===== src/rtl/paint_mem_scheduler_pkg.sv =====
// Shared types and helpers for the paint frame-buffer scheduler.
// The frame buffer is row-major with a 640-pixel stride and 4-bit pixels.
package paint_pkg;

  typedef enum logic [1:0] {
    IDLE  = 2'd0,
    STAMP = 2'd1,
    CLEAR = 2'd2
  } state_t;

  localparam int SCREEN_W = 640;
  localparam int SCREEN_H = 480;
  localparam int FB_WORDS = 307200;

  // y*640 + x as two shifts and an add; 479*640+639 still fits in 19 bits
  function automatic logic [18:0] xy_to_addr(input logic [9:0] x, input logic [9:0] y);
    logic [18:0] w_y;
    w_y = {9'd0, y};
    return (w_y << 9) + (w_y << 7) + {9'd0, x};
  endfunction

endpackage


===== src/rtl/paint_mem_scheduler_brush_window_iter.sv =====
// Walks the (2R+1)^2 window around the brush centre, dx fastest, and flags
// candidates that fall inside the disk and on screen.
module brush_window_iter
  import paint_pkg::*;
#(
  parameter int BRUSH_R = 2,
  parameter int X_MAX   = 639,
  parameter int Y_MAX   = 479
) (
  input  logic        clk,
  input  logic        rst,
  input  logic        i_load,
  input  logic        i_advance,
  input  logic [9:0]  i_cx,
  input  logic [9:0]  i_cy,
  output logic        o_writable,
  output logic [18:0] o_addr,
  output logic        o_last
);

  localparam logic signed [11:0] R    = 12'(BRUSH_R);
  localparam logic signed [11:0] XM   = 12'(X_MAX);
  localparam logic signed [11:0] YM   = 12'(Y_MAX);
  localparam logic signed [23:0] R_SQ = 24'(BRUSH_R * BRUSH_R);

  logic signed [11:0] r_dx, r_dy;
  logic signed [11:0] w_px, w_py;
  logic signed [23:0] w_dx_w, w_dy_w, w_d2;
  logic               w_in_disk, w_on_screen;

  // Signed 12-bit math keeps off-screen candidates negative rather than wrapping
  assign w_px   = $signed({2'b00, i_cx}) + r_dx;
  assign w_py   = $signed({2'b00, i_cy}) + r_dy;
  assign w_dx_w = 24'(r_dx);
  assign w_dy_w = 24'(r_dy);
  assign w_d2   = w_dx_w * w_dx_w + w_dy_w * w_dy_w;

  assign w_in_disk   = (w_d2 <= R_SQ);
  assign w_on_screen = !w_px[11] && !w_py[11] && (w_px <= XM) && (w_py <= YM);
  assign o_writable  = w_in_disk && w_on_screen;
  assign o_addr      = xy_to_addr(w_px[9:0], w_py[9:0]);
  assign o_last      = (r_dx == R) && (r_dy == R);

  always_ff @(posedge clk) begin
    if (rst) begin
      r_dx <= '0;
      r_dy <= '0;
    end else if (i_load) begin
      r_dx <= -R;
      r_dy <= -R;
    end else if (i_advance) begin
      if (r_dx == R) begin
        r_dx <= -R;
        r_dy <= r_dy + 12'sd1;
      end else begin
        r_dx <= r_dx + 12'sd1;
      end
    end
  end

endmodule


===== src/rtl/paint_mem_scheduler.sv =====
// Arbitrates the single-port paint frame buffer between scanout reads,
// brush stamps and a clear sweep; scanout always owns the port when it asks.
module paint_mem_scheduler
  import paint_pkg::*;
#(
  parameter int BRUSH_R     = 2,
  parameter int X_MAX       = 639,
  parameter int Y_MAX       = 479,
  parameter int ADDR_W      = 19,
  parameter int CLEAR_WORDS = FB_WORDS
) (
  input  logic              Clk,
  input  logic              Reset,
  input  logic              laser_valid,
  input  logic [10:0]       xLaser,
  input  logic [10:0]       yLaser,
  input  logic [3:0]        paint_color,
  input  logic              clear_req,
  input  logic              vga_req,
  input  logic [ADDR_W-1:0] vga_addr,
  output logic [ADDR_W-1:0] mem_addr,
  output logic              mem_we,
  output logic [3:0]        mem_wdata,
  output logic              busy,
  output logic              stamp_done,
  output logic              clear_done
);

  localparam logic [18:0] CLR_LAST = 19'(CLEAR_WORDS - 1);

  state_t      r_state, w_next;
  logic [9:0]  r_cx, r_cy;
  logic [3:0]  r_color;
  logic        r_clear_pend;
  logic [18:0] r_clr_addr;
  logic        r_stamp_done, r_clear_done;

  logic        w_load, w_adv, w_wr_pend, w_stamp_fin, w_clear_fin, w_we;
  logic        w_writable, w_last;
  logic [18:0] w_st_addr, w_tgt;
  logic        w_unused;

  // Camera coordinates are double the screen resolution; the LSB is dropped
  assign w_unused = ^{xLaser[0], yLaser[0]};

  brush_window_iter #(
    .BRUSH_R (BRUSH_R),
    .X_MAX   (X_MAX),
    .Y_MAX   (Y_MAX)
  ) u_iter (
    .clk        (Clk),
    .rst        (Reset),
    .i_load     (w_load),
    .i_advance  (w_adv),
    .i_cx       (r_cx),
    .i_cy       (r_cy),
    .o_writable (w_writable),
    .o_addr     (w_st_addr),
    .o_last     (w_last)
  );

  always_comb begin
    w_next      = r_state;
    w_load      = 1'b0;
    w_adv       = 1'b0;
    w_wr_pend   = 1'b0;
    w_tgt       = r_clr_addr;
    w_stamp_fin = 1'b0;
    w_clear_fin = 1'b0;
    case (r_state)
      IDLE: begin
        if (clear_req) begin
          w_next = CLEAR;
        end else if (laser_valid) begin
          w_next = STAMP;
          w_load = 1'b1;
        end
      end
      STAMP: begin
        w_wr_pend = w_writable;
        w_tgt     = w_st_addr;
        // Only writable candidates wait for the port; the rest skip through
        w_adv     = !w_writable || !vga_req;
        if (w_adv && w_last) begin
          w_stamp_fin = 1'b1;
          w_next      = (r_clear_pend || clear_req) ? CLEAR : IDLE;
        end
      end
      CLEAR: begin
        w_wr_pend = 1'b1;
        if (!vga_req && (r_clr_addr == CLR_LAST)) begin
          w_clear_fin = 1'b1;
          w_next      = IDLE;
        end
      end
      default: w_next = IDLE;
    endcase
  end

  always_ff @(posedge Clk) begin
    if (Reset) begin
      r_state      <= IDLE;
      r_cx         <= '0;
      r_cy         <= '0;
      r_color      <= '0;
      r_clear_pend <= 1'b0;
      r_clr_addr   <= '0;
      r_stamp_done <= 1'b0;
      r_clear_done <= 1'b0;
    end else begin
      r_state      <= w_next;
      r_stamp_done <= w_stamp_fin;
      r_clear_done <= w_clear_fin;
      if (w_load) begin
        r_cx    <= xLaser[10:1];
        r_cy    <= yLaser[10:1];
        r_color <= paint_color;
      end
      if (r_state == STAMP)
        r_clear_pend <= (r_clear_pend || clear_req) && !w_stamp_fin;
      else
        r_clear_pend <= 1'b0;
      if (r_state != CLEAR)
        r_clr_addr <= '0;
      else if (!vga_req)
        r_clr_addr <= r_clr_addr + 19'd1;
    end
  end

  // Reset gates the write so an aborted operation never lands a stray pixel
  assign w_we       = w_wr_pend && !vga_req && !Reset;
  assign mem_we     = w_we;
  assign mem_addr   = w_we ? ADDR_W'(w_tgt) : vga_addr;
  assign mem_wdata  = (r_state == STAMP) ? r_color : 4'd0;
  assign busy       = (r_state != IDLE);
  assign stamp_done = r_stamp_done;
  assign clear_done = r_clear_done;

endmodule


===== config.mk =====
export PLATFORM = sky130hd
export DESIGN_NAME = paint_mem_scheduler
export DESIGN_NICKNAME = d
export VERILOG_FILES = /design/src/rtl/paint_mem_scheduler_pkg.sv /design/src/rtl/paint_mem_scheduler_brush_window_iter.sv /design/src/rtl/paint_mem_scheduler.sv
export SDC_FILE = /design/constraint.sdc
export NUM_CORES = 1
export LEC_CHECK = 0
export ABC_AREA = 1
export BUFFER_PORTS_ARGS = -buffer_cell sky130_fd_sc_hd__buf_2
export CORE_ASPECT_RATIO = 2
export CORE_UTILIZATION = 30
export CTS_CLUSTER_SIZE = 24
export DETAILED_ROUTE_END_ITERATION = 6
export GPL_ROUTABILITY_DRIVEN = 0
export SYNTH_ARGS = -nofsm -noshare
export SYNTH_HDL_FRONTEND = slang
export SYNTH_SLANG_ARGS = --single-unit

===== constraint.sdc =====
create_clock -name Clk -period 21.2 [get_ports Clk]
set_input_delay 2.12 -clock Clk [delete_from_list [all_inputs] [get_ports Clk]]
set_output_delay 2.12 -clock Clk [all_outputs]
set_load 0.1 [all_outputs]

==> summary.md, run 1 <==
After synthesis, flip-flops and latches occupy 9.14% of the total area. For this run, design rule violations remaining after detail routing come to 0. The synthesis-stage register bit count was 72; the post-detailed-route count of antenna-violating nets was 0. The run finished with clean final reports.

In this run the clock root is driven by a clkbuf_16. Before antenna repair, the detailed router went through 6 iterations. The clock-pin slew on the worst setup and hold paths was 0.07 ns. For the hold violation count in the final report, the log shows 0.

The leftover overflow at the end of global routing is 0. The worst path uses 58.3% of the clock period. Post-synth net total: 2524.

TritonCTS built the clock tree. The count of H-tree levels built during CTS was 3. The count of routing violations after the opening detailed-route iteration was 739; the total routed wire length on the met1 layer was 13.5 mm.

The tools report the via count of the first global-routing pass as 14137. The final routed wire length divided by cell count is 16.1 um. The initial antenna violation count is 0. For this design the ratio of total power to cell area is 92.6 nW/um2. The number of different library cells used by synthesis comes to 48. Of all flip-flops after synthesis, the portion carrying an async set or reset was 0%. Post-CTS repair changed the size of 0 cells. The tools report the power consumption as 1.59 mW. At the worst endpoint, the arrival time is 10.24 ns. The largest incremental delay on the critical path was 1.08 ns. The highest layer touched by signal routing is met4. Buffers added to address setup during post-CTS repair amount to 0. The clock latency at the later pin of the worst-skew pair was 0.35 ns.

The worst path meets setup with 8.84 ns of slack. Type of the worst setup path: reg -> out. The largest individual stage delay along the critical path comes from the cell dfxtp_1. The initialized floorplan defines 118 standard-cell rows.

During synthesis, Yosys emitted a total of 0 warnings. The mapped netlist covers 15800 um2. The startpoint identified for the worst hold timing path is r_state[0]. The core region is 51800 um2. Setup violations remaining at the end of the flow were counted as 0.

The run gives 0 as the hold buffer count at CTS. After the last flow step, the layout net total stands at 2567. The tools report the nature of the critical path startpoint as a register.

The share of final-layout standard cells stronger than drive strength 1 came out at 7.16%. The floorplan die area came out at 53500 um2. The run gives 0 as the total inserted antenna cells. For the worst setup path, the data required time is 19.08 ns.

The amount of wire on met3 after detailed routing is 1.46 mm. Primary flip-flop cell chosen by synthesis mapping: dfxtp_1. Setup total negative slack on the finished layout was measured at 0 ns. The path type of the worst min-delay path is reg -> reg.

The first global-routing pass estimated 71.5 mm of wire. For the number of sinks driven by the clock tree, the log shows 72. Global routing consumed, over all layers together, 17.5% of the routing resources. At the pin with the least slew margin, the transition time is 1.14 ns. OpenSTA, run right after detailed placement, puts the worst setup slack at 9.19 ns. The maximum vdd ir drop was 0.0507 mV.

The total detailed-routing wirelength came out at 44.4 mm. The logs give 24.1% for the relative slew slack and 0.0105 ns for the setup clock skew after layout. The run gives 0.489 ns as the hold slack. From left edge to right edge, the die measures 164 um.

The maximum frequency from static timing analysis is 80.9 MHz, and the average via count per standard cell is 4.69. Each instance of the synthesized netlist takes up on average 7.70 um2. Number of enable-type register cells in the synthesized netlist: 0. The minimum clock period after layout is 12.36 ns, and the number of standard cells after synthesis is 2048.

Buffers placed on the I/O ports in this run total 74. The post-route standard cell area excluding fillers is 17100 um2, and the instance area after placement is 16800 um2. The logs give 0 for the max capacitance violation total and 0 for the count of pins over their slew limit.

The run gives 30.4% as the initial standard-cell utilization of the core. The worst register-to-register path begins at u_iter.r_dx[11]. The area growth from synthesis to layout is 8.67%. During I/O placement, the number of pins put on the boundary was 77.

Launching element of the worst setup path: u_iter.r_dx[11]. Entering global routing, the biggest net connects 38 pins. The clock passes through at most 2 buffers. The logs give 9 for the number of CTS-inserted buffers and 12927 for the number of vias after detailed routing. The detailed route wirelength on metal2 is 25.4 mm. Summed over all cells, the static leakage comes to 9.72 nW. The floorplan step set the die height to 326 um.

The critical-path maximum fanout was 33. Setup repair after global routing left no endpoint under its margin. STA classifies the critical path endpoint as an output pin.

The layout filler cell count was 5433; the half-perimeter wire length after detailed placement was 37.9 mm.
[routing by layer]
metal  track usage (%)  up-vias
li1                  -     6124
met1              14.9     6276
met2              35.1      366
met3              1.73      161
met4              13.9        0
met5                 0        -
[cells by family (layout without fill, tap and decap cells)]
| group | after synthesis | count (layout) | synth area share (%) |
|---|---|---|---|
| muxes | 1 | 1 | 0.0635 |
| AOI/OAI and AO/OA | 189 | 189 | 6.63 |
| xor gates and xnor gates | 68 | 68 | 3.78 |
| DFF | 72 | 72 | 9.14 |
| buffers and inverters | 618 | 666 | 14.9 |
| adders and majority gates | 426 | 426 | 47.5 |
| and+or+nand+nor | 674 | 674 | 17.9 |
[final timing paths]
check,endpoint,slack [ns],cells after the start
worst max-delay path,mem_addr[15],8.84,32
worst min-delay path,r_state[0],0.49,2
worst max register to register,u_iter.r_dx[9],11.99,30
worst min register to register,r_state[0],0.49,2
[state kept, by name, summed over array words and instances (netlist names)]
signal,flops
u_iter.r_dy,12
clear_done,1
r_clear_pend,1
r_color,4
r_state,2
r_cy,10
stamp_done,1
r_cx,10
u_iter.r_dx,12
r_clr_addr,19
[report_power, final]
| group | leakage (nW) | switching [mW] | internal, mW | total [mW] |
|---|---|---|---|---|
| clock | 0.145 | 0.0645 | 0.0942 | 0.159 |
| sequential | 0.588 | 0.0314 | 0.149 | 0.180 |
| combinational | 8.98 | 0.795 | 0.452 | 1.25 |
[Yosys cell counts, types with 7 or more instances]
cell	number	share of area [%]
o21ai_1	14	0.44
buf_2	10	0.32
ha_1	138	11
xnor2_1	25	1.4
nand2_1	393	9.4
nand3_1	46	1.5
nor2_1	157	3.7
a21oi_2	11	0.61
a21oi_1	59	1.9
fa_1	288	37
nor3_1	17	0.54
nand4_1	19	0.75
clkbuf_1	40	0.95
o21ai_0	82	2.6
xor2_1	43	2.4
inv_1	553	13
dfxtp_1	72	9.1
nor4_1	7	0.28
[layout make-up]
type                       count  area, um2  share of cell area (%)
multi-input combinational   1358      12000                    69.9
sequential                    72       1440                    8.41
clock buffer                  11        243                    1.42
timing repair buffer          90        490                    2.86
clock inverter                 5       56.3                   0.329
tap                          660        826                    4.82
inverter                     560       2100                    12.3
[layout by cell type (no fill, tap or decap), drive strengths merged, types with 8 or more instances in the layout]
cell,n
inv,559
nand2,402
fa,288
nor2,160
ha,138
o21ai,96
buf,90
dfxtp,72
a21oi,70
nand3,51
xor2,43
xnor2,25
nand4,20
nor3,19
clkbuf,11
nor4,8
[critical path: cells and delay by family (launching register included)]
kind / cells / cell delay (ns)
xor+xnor: 1 / 0.22
fa+ha+maj: 8 / 4.11
buf+inv: 9 / 1.98
flops: 1 / 1.08
simple gates: 14 / 2.47
[through the flow]
stage | std cells | utilization, %
global route | 2756 | 33.1
finish | 2756 | 33.1
floorplan | 2048 | -
detailed placement | 2740 | 32.5
CTS | 2756 | 33.1
global placement | 2740 | 32.5
Note: power is estimated with default switching activity, not from simulation.
==> run 2: changes to the inputs <==
- ABC_AREA: 1 -> 0
- clock period: 21.2 -> 12.2 ns (I/O delays scaled with it)
==> summary.md, run 2 <==
The flow ran to the end, and the final reports show no timing, DRC or antenna violations. The run gives 52800 um2 (-1.4%) as the floorplan die area. The total inserted antenna cells is 0 (unchanged). The worst setup path is captured at an output pin. The hold buffer count at CTS was 0 (unchanged).

The post-detailed-route count of antenna-violating nets is 0 (unchanged), and the global-route usage over all layers is 17.6% (+0.12 points). The logs give 79 (+65%) for the number of distinct standard cells referenced by the synthesized netlist and 12400 um2 (+3.2%) for the area of combinational cells with multiple inputs. The count of pins over their slew limit came out at 0 (unchanged). The transition time of the tightest slew-check pin was 1.04 ns (-0.0962 ns); the setup clock skew after layout was 0.0100 ns (-0.000554 ns).

Counting I/O delays and the setup requirement, the final critical path takes 11.00 ns. Leaving out fill and tap cells, the most frequent cells in the layout are inv_1, fa_1, nand2_1. The utilization after layout was 33.2% (+0.10 points); the final routed wire length divided by cell count was 18.0 um (+12%).

For the placeable core region, the log shows 51100 um2 (-1.4%). Walking the worst path, the cells encountered are nand2_1 -> fa_1 -> inv_1 -> fa_1 -> fa_1 -> fa_1 -> fa_1 -> fa_1 -> inv_1 -> fa_1 -> inv_1 -> ha_1 -> a21oi_4 -> a21oi_1 -> or2_0 -> a311o_1 -> a221o_1 -> nor4_2 -> a41oi_2 -> nor2_1 -> o211ai_1 -> buf_4 -> mux2_2 -> buf_2. The cell sitting at the root of the clock tree is a clkbuf_16. The share of synthesized cell area in and, or, nand and nor gates is 14.1% (-3.9 points), and the I/O pin count is 77 (unchanged). The count of routing violations after the opening detailed-route iteration is 452 (-39%), and the leftover overflow at the end of global routing is 0 (unchanged). Xor and xnor fraction of the mapped netlist area: 4.11% (+0.34 points). The number of flip-flops in the largest register is 19 (unchanged), and the half-perimeter wire length after detailed placement is 37.6 mm (-0.87%).

In the post-synthesis netlist, the biggest area contributors are fa_1, ha_1, inv_1, dfxtp_1, nand2_1. The clock-pin slew on the worst setup and hold paths was 0.06 ns (about the same). The number of CTS-inserted buffers is 9 (unchanged). The run gives 0 ns (unchanged) as the final-layout setup total negative slack.

The tools report the static leakage as 8.49 nW (-13%). The top cell type's share of synthesized area works out to 37.1% (+0.52 points). The post-synth net total was 2217 (-12%); the largest incremental delay on the critical path was 1.04 ns (-0.04 ns). The data required time of the worst path was 10.98 ns (-8.10 ns); the share of final-layout standard cells stronger than drive strength 1 was 9.25% (+2.1 points).

Average via count per standard cell: 4.91 (+4.7%). Top register by number of flip-flops: r_clr_addr. The run gives 43.9 mm (-1.1%) as the total detailed-routing wirelength.

In this run the worst setup path begins at u_iter.r_dy[11]. The library cell used most frequently in the layout, excluding fill and tap cells, is inv_1. By instance count, the cell type seen most on the critical path is fa_1. The arrival time at the worst endpoint was 9.78 ns (-0.46 ns); the critical-path maximum fanout was 20 (-39%).

The startpoint identified for the worst register-to-register timing path is u_iter.r_dy[11]. The logs give 0 (unchanged) for the initial antenna violation count and 117 (-0.85%) for the row count. The synthesized cell area is 15500 um2 (-1.4%). The final routed DRC violation total came out at 0 (unchanged). The power density normalized to cell area was 99.3 nW/um2 (+7.3%). The tools report the count of H-tree levels built during CTS as 3 (unchanged). The largest registers in the layout are r_clr_addr: 19 flops, u_iter.r_dx: 12 flops, u_iter.r_dy: 12 flops. The run gives 90.9 MHz as the maximum frequency from static timing analysis. In this run the worst hold path is classified as reg -> reg. Largest area contributor in the netlist: fa_1. The number of instances on the worst hold path is 2 (unchanged).

The tools report the net count reported at finish as 2255 (-12%). The hold violation count in the final report was 0 (unchanged). The number of detailed-route iterations in the first pass was 5 (-1); the die width was 163 um (-0.69%).

STA classifies the critical path startpoint as a register. Clock latency at the later pin of the worst-skew pair: 0.35 ns (about the same). Setup repair after global routing left no endpoint under its margin.

The share of synthesized area spent on multiplexers is 2.91% (+2.8 points). For this design, the slowest cell found on the critical path is fa_1. The count of buffering cells on the critical path with inverters included is 5 (-4), and the async set-or-reset flop fraction in the synthesized netlist is 0% (unchanged).

The run gives 56 (+47%) as the maximum number of pins on one net before global-route repair. The share of the synthesized area in compound gates (AO/OA/AOI/OAI) was 10.2% (+3.6 points); the initial standard-cell utilization of the core was 30.4% (about the same). The tools report the sink of the worst hold path as r_color[1]. The endpoint identified for the worst register-to-register timing path is u_iter.r_dy[11].

The synthesized area divided by synthesized cell count was 8.93 um2 (+16%); the layout filler cell count was 5247 (-3.4%). The depth of the worst register-to-register path was 23 (-23%). Sorting the synthesized cells by how often they occur yields inv_1, fa_1, nand2_1, ha_1, nor2_1. For the wire length of the first global-routing pass, the log shows 70.5 mm (-1.3%). The logs give 2 (unchanged) for the number of buffers between clock root and the deepest sink and 0.0874 mV (+72%) for the maximum vdd ir drop. The primary flip-flop cell chosen by synthesis mapping is dfxtp_1.

The logs give 13611 (-3.7%) for the via count of the first global-routing pass and 0 (unchanged) for the max capacitance violation total. The critical hold path startpoint is r_color[1]. The die height was 324 um (-0.70%); the arithmetic-cell share of the synthesized area counting full adders, half adders and majority gates was 48.2% (+0.68 points). For the internal reg-to-reg setup slack, the log shows 2.76 ns (-9.23 ns).

By area, the combinational part of the netlist is dominated by adder cells. The family of cells with the greatest summed delay on the critical path was adder cells. The number of vias after detailed routing was 11970 (-7.4%); the post-synthesis sequential area ratio was 9.27% (+0.13 points).

The number of buffers added on ports works out to 74 (unchanged). Final setup violation count: 0 (unchanged). The signed area change from the synthesized netlist to the final layout was 9.00%; the count of synthesis-stage warnings from yosys was 0 (unchanged). TritonCTS built the clock tree.

The final critical path takes up 90.2% of the cycle. inv_1 is the most common cell in the netlist. The number of gates resized after cts is 0 (unchanged), and the number of enable-type register cells in the synthesized netlist is 0 (unchanged). The number of sinks driven by the clock tree is 72 (unchanged).

The run gives 0 (unchanged) as the total setup buffers inserted after CTS. The logs give 1741 (-15%) for the number of standard cells after synthesis and 1440 um2 (unchanged) for the sequential cell area in the final layout. The relative slew slack was 30.5% (+6.4 points).

The synthesis-stage register bit count came out at 72 (unchanged). The critical path in this run is classified as reg -> out.
## run 2: cell types whose count changed after synthesis, moves of 13 or more
cell	before	now
nor2b_1	0	20
a211oi_1	1	17
mux2_2	0	33
nand3_1	46	19
clkbuf_1	40	54
o21ai_0	82	29
xnor2_1	25	49
inv_1	553	393
and2_1	1	59
nand2_1	393	161
a21o_1	5	18
xor2_1	43	24
nor2_1	157	83
nand4_1	19	6
## run 2: worst max path at each step
stage                   end  cells after the start  slack (ns)
6_report       mem_addr[14]                     24        1.20
5_1_grt        mem_addr[14]                     24        0.91
4_1_cts        mem_addr[14]                     24        1.19
3_5_place_dp   mem_addr[14]                     24        1.60
3_3_place_gp   mem_addr[10]                     24        1.64
2_1_floorplan        mem_we                     26        2.83
## run 2: kinds of logic after synthesis
| kind of cell | after synthesis |
|---|---|
| buffers and inverters | 458 |
| adder cells (fa/ha/maj) | 426 |
| AO/OA/AOI/OAI | 225 |
| XOR/XNOR | 73 |
| flip-flops | 72 |
| multiplexers | 41 |
| AND/OR/NAND/NOR | 446 |
## run 2: where the power goes
part / total, mW / internal (mW) / switching, mW
clock: 0.314 / 0.205 / 0.109
sequential: 0.280 / 0.247 / 0.0326
combinational: 1.09 / 0.408 / 0.679
total: 1.68 / 0.861 / 0.821
## run 2: routing by layer
layer	share of wire (%)	GRT usage (%)	routed length (um)
met4	7.6	12.8	3320
met2	60	37.0	26300
met5	0	0	0
met1	30	14.6	13300
met3	2.2	1.56	955
## run 2: metrics by stage
step	std cells	power (mW)	area, um2	hold WS (ns)	setup slack, ns
2_1_floorplan	1741	1.08	15500	0.432	2.83
3_3_place_gp	2422	1.35	16600	0.441	1.64
3_5_place_dp	2422	1.37	16600	0.452	1.60
4_1_cts	2438	1.69	16900	0.459	1.19
5_1_grt	2438	1.82	16900	0.483	0.910
6_report	2438	1.68	16900	0.457	1.20
## run 2: layout make-up
cell class	count	area share (%)
multi-input combinational	1211	73.0
inverter	394	8.73
sequential	72	8.51
tap	654	4.83
timing repair buffer	91	2.94
clock buffer	11	1.43
clock inverter	5	0.613
## run 2: worst reg2reg max path, cell delays in order (launching register included)
cell and delay, ns:
dfxtp_1 0.72, nand2_1 0.29, fa_1 1.04, inv_1 0.25
fa_1 0.59, fa_1 0.45, fa_1 0.56, fa_1 0.45
fa_1 0.55, inv_1 0.06, fa_1 0.53, inv_1 0.04
ha_1 0.42, a21oi_4 0.26, a21oi_1 0.09, or2_0 0.23
a311o_1 0.32, a221o_1 0.36, nor4_2 0.45, a41oi_2 0.52
o21ai_2 0.27, buf_4 0.35, nor4_1 0.14, a2111oi_2 0.37
==> run 3: changes to the inputs <==
- RECOVER_POWER: unset -> 100
==> summary.md, run 3 (synthesis gave the netlist of run 2 again) <==
The top cell types in the final layout, fill and taps aside, are inv_1, fa_1, nand2_1. For the clock latency at the later pin of the worst-skew pair, the log shows 0.36 ns (about the same). Clock tree synthesis selected as its root buffer the cell clkbuf_16. The static leakage came out at 8.45 nW (-0.55%). The total inserted antenna cells is 0 (unchanged), and the utilization after layout is 33.0% (-0.13 points).

The minimum clock period after layout came out at 11.43 ns (+0.430 ns). Compared with the post-synthesis result, the final layout area differs by 8.56%. The final routed wire length divided by cell count is 18.0 um (+0.18%).

Count of H-tree levels built during CTS: 3 (unchanged). The tools report the initial antenna violation count as 0 (unchanged). The count of pins over their slew limit is 103 (+103), and the die height is 324 um (unchanged). The run gives 2255 (unchanged) as the net count reported at finish. The total setup buffers inserted after CTS was 0 (unchanged).

The power density normalized to cell area is 99.3 nW/um2 (about the same). The share of final-layout standard cells stronger than drive strength 1 is 8.18% (-1.1 points), and the number of CTS-inserted buffers is 9 (unchanged). The row count is 117 (unchanged).

The logs give 0 (unchanged) for the leftover overflow at the end of global routing and 17.6% (unchanged) for the global-route usage over all layers. The half-perimeter wire length after detailed placement was 37.6 mm (unchanged); the transition time of the tightest slew-check pin was 2.72 ns (+1.68 ns). Nature of the critical path startpoint: a register. The maximum number of pins on one net before global-route repair came out at 56 (unchanged). The largest registers in the layout are r_clr_addr: 19 flops, u_iter.r_dx: 12 flops, u_iter.r_dy: 12 flops.

The run gives -81.4% (-110 points) as the relative slew slack. The flow ran to the end, but the final reports show violations. The worst setup path is of the reg -> out kind. The number of flip-flops in the largest register is 19 (unchanged), and the post-detailed-route count of antenna-violating nets is 0 (unchanged).

The floorplan die area is 52800 um2 (unchanged), and the number of vias after detailed routing is 12026 (+0.47%). The tools report the area of combinational cells with multiple inputs as 12300 um2 (-0.38%). For the final routed DRC violation total, the log shows 0 (unchanged).

The max capacitance violation total came out at 4 (+4). The library cell used most frequently in the layout, excluding fill and tap cells, is inv_1. For the via count of the first global-routing pass, the log shows 13611 (unchanged). Ranked by flip-flop count, first place goes to r_clr_addr. The hold buffer count at CTS is 0 (unchanged).

The setup clock skew after layout came out at 0.00951 ns (-0.000485 ns). The I/O pin count was 77 (unchanged). The number of gates resized after cts came out at 0 (unchanged). The run gives 30.4% (unchanged) as the initial standard-cell utilization of the core. The min-delay analysis places its worst path in the category reg -> reg. The number of buffers between clock root and the deepest sink was 2 (unchanged). The endpoint class of the critical path was an output pin.

The part of the cycle the worst path needs was 93.7% (+3.5 points). TritonCTS built the clock tree. The critical-path maximum fanout was 20 (unchanged); the final-layout setup total negative slack was 0 ns (unchanged). The placeable core region is 51100 um2 (unchanged), and the number of buffers added on ports is 74 (unchanged). The maximum frequency from static timing analysis is 87.5 MHz (-3.8%).

Clock-pin slew on the worst setup and hold paths: 0.06 ns (about the same). The total detailed-routing wirelength is 44.0 mm (+0.18%), and the layout filler cell count is 5266 (+0.36%). The run gives 10.98 ns (about the same) as the data required time of the worst path. Setup repair after global routing left no endpoint under its margin. The count of routing violations after the opening detailed-route iteration was 440 (-2.7%). The final setup violation count was 0 (unchanged). The average via count per standard cell works out to 4.93 (+0.47%). The logs give 0.0873 mV (-0.11%) for the maximum vdd ir drop and 1440 um2 (unchanged) for the sequential cell area in the final layout. The run gives 5 (unchanged) as the number of detailed-route iterations in the first pass.

Arrival time at the worst endpoint: 10.21 ns (+0.43 ns). The hold violation count in the final report came out at 0 (unchanged). The checks that failed: max-capacitance violations, max-slew violations. The number of sinks driven by the clock tree came out at 72 (unchanged). The die width came out at 163 um (unchanged).

The wire length of the first global-routing pass was 70.5 mm (unchanged).
==> run 3: cell types whose count changed in the layout (fill, tap and decap cells not counted), moves of 2 or more <==
| cell | change |
|---|---|
| clkbuf_2 | +14 |
| buf_4 | -3 |
| a2111oi_2 | -3 |
| a211oi_2 | -2 |
| buf_2 | -22 |
| a2111oi_0 | +3 |
| a211oi_1 | +2 |
| clkbuf_1 | +11 |
==> run 3: power by group <==
group / switching [mW] / total (mW) / internal, mW
clock network: 0.109 / 0.315 / 0.205
registers: 0.0330 / 0.281 / 0.248
logic: 0.675 / 1.08 / 0.406
==> run 3: worst paths after layout <==
check | to | start | cells after the start | slack, ns
worst min-delay path | r_color[1] | r_color[1] | 2 | 0.46
worst min register to register | r_color[1] | r_color[1] | 2 | 0.46
worst max register to register | u_iter.r_dy[11] | u_iter.r_dy[11] | 23 | 1.32
worst max-delay path | mem_addr[12] | u_iter.r_dy[11] | 24 | 0.77
==> run 3: through the flow <==
| stage | area [um2] | setup WS [ns] | hold WS (ns) | std cells | total power, mW |
|---|---|---|---|---|---|
| floorplan | 15500 | 2.83 | 0.432 | 1741 | 1.08 |
| global placement | 16600 | 1.64 | 0.441 | 2422 | 1.35 |
| detailed placement | 16600 | 1.60 | 0.452 | 2422 | 1.37 |
| CTS | 16900 | 1.19 | 0.459 | 2438 | 1.69 |
| global route | 16900 | 0.456 | 0.483 | 2438 | 1.82 |
| finish | 16900 | 0.769 | 0.457 | 2438 | 1.68 |
==> run 3: layout make-up <==
type	count	share of cell area [%]
repair buffers	91	2.82
well taps	654	4.85
multi-input cells	1211	73.0
clock inverters	5	0.615
clock buffers	11	1.44
inverters	394	8.76
flip-flops and latches	72	8.54
==> run 3: critical path: stages, from the launching register on <==
cell and delay (ns):
dfxtp_1 0.72, nand2_1 0.29, fa_1 1.04, inv_1 0.24, fa_1 0.59, fa_1 0.45, fa_1 0.56, fa_1 0.45
fa_1 0.55, inv_1 0.06, fa_1 0.52, inv_1 0.04, ha_1 0.42, a21oi_4 0.26, a21oi_1 0.09, or2_0 0.23
a311o_1 0.32, a221o_1 0.35, nor4_1 0.54, a41oi_1 0.78, nor2_1 0.29, o211ai_1 0.11, buf_4 0.24, mux2_2 0.25
clkbuf_2 0.44
==> run 3: metal layers <==
metal | GRT usage (%) | part of all wire, % | vias up
li1 | - | - | 5531
met1 | 14.6 | 30 | 6051
met2 | 37.0 | 60 | 299
met3 | 1.56 | 2.3 | 145
met4 | 12.8 | 7.6 | 0
met5 | 0 | 0 | -
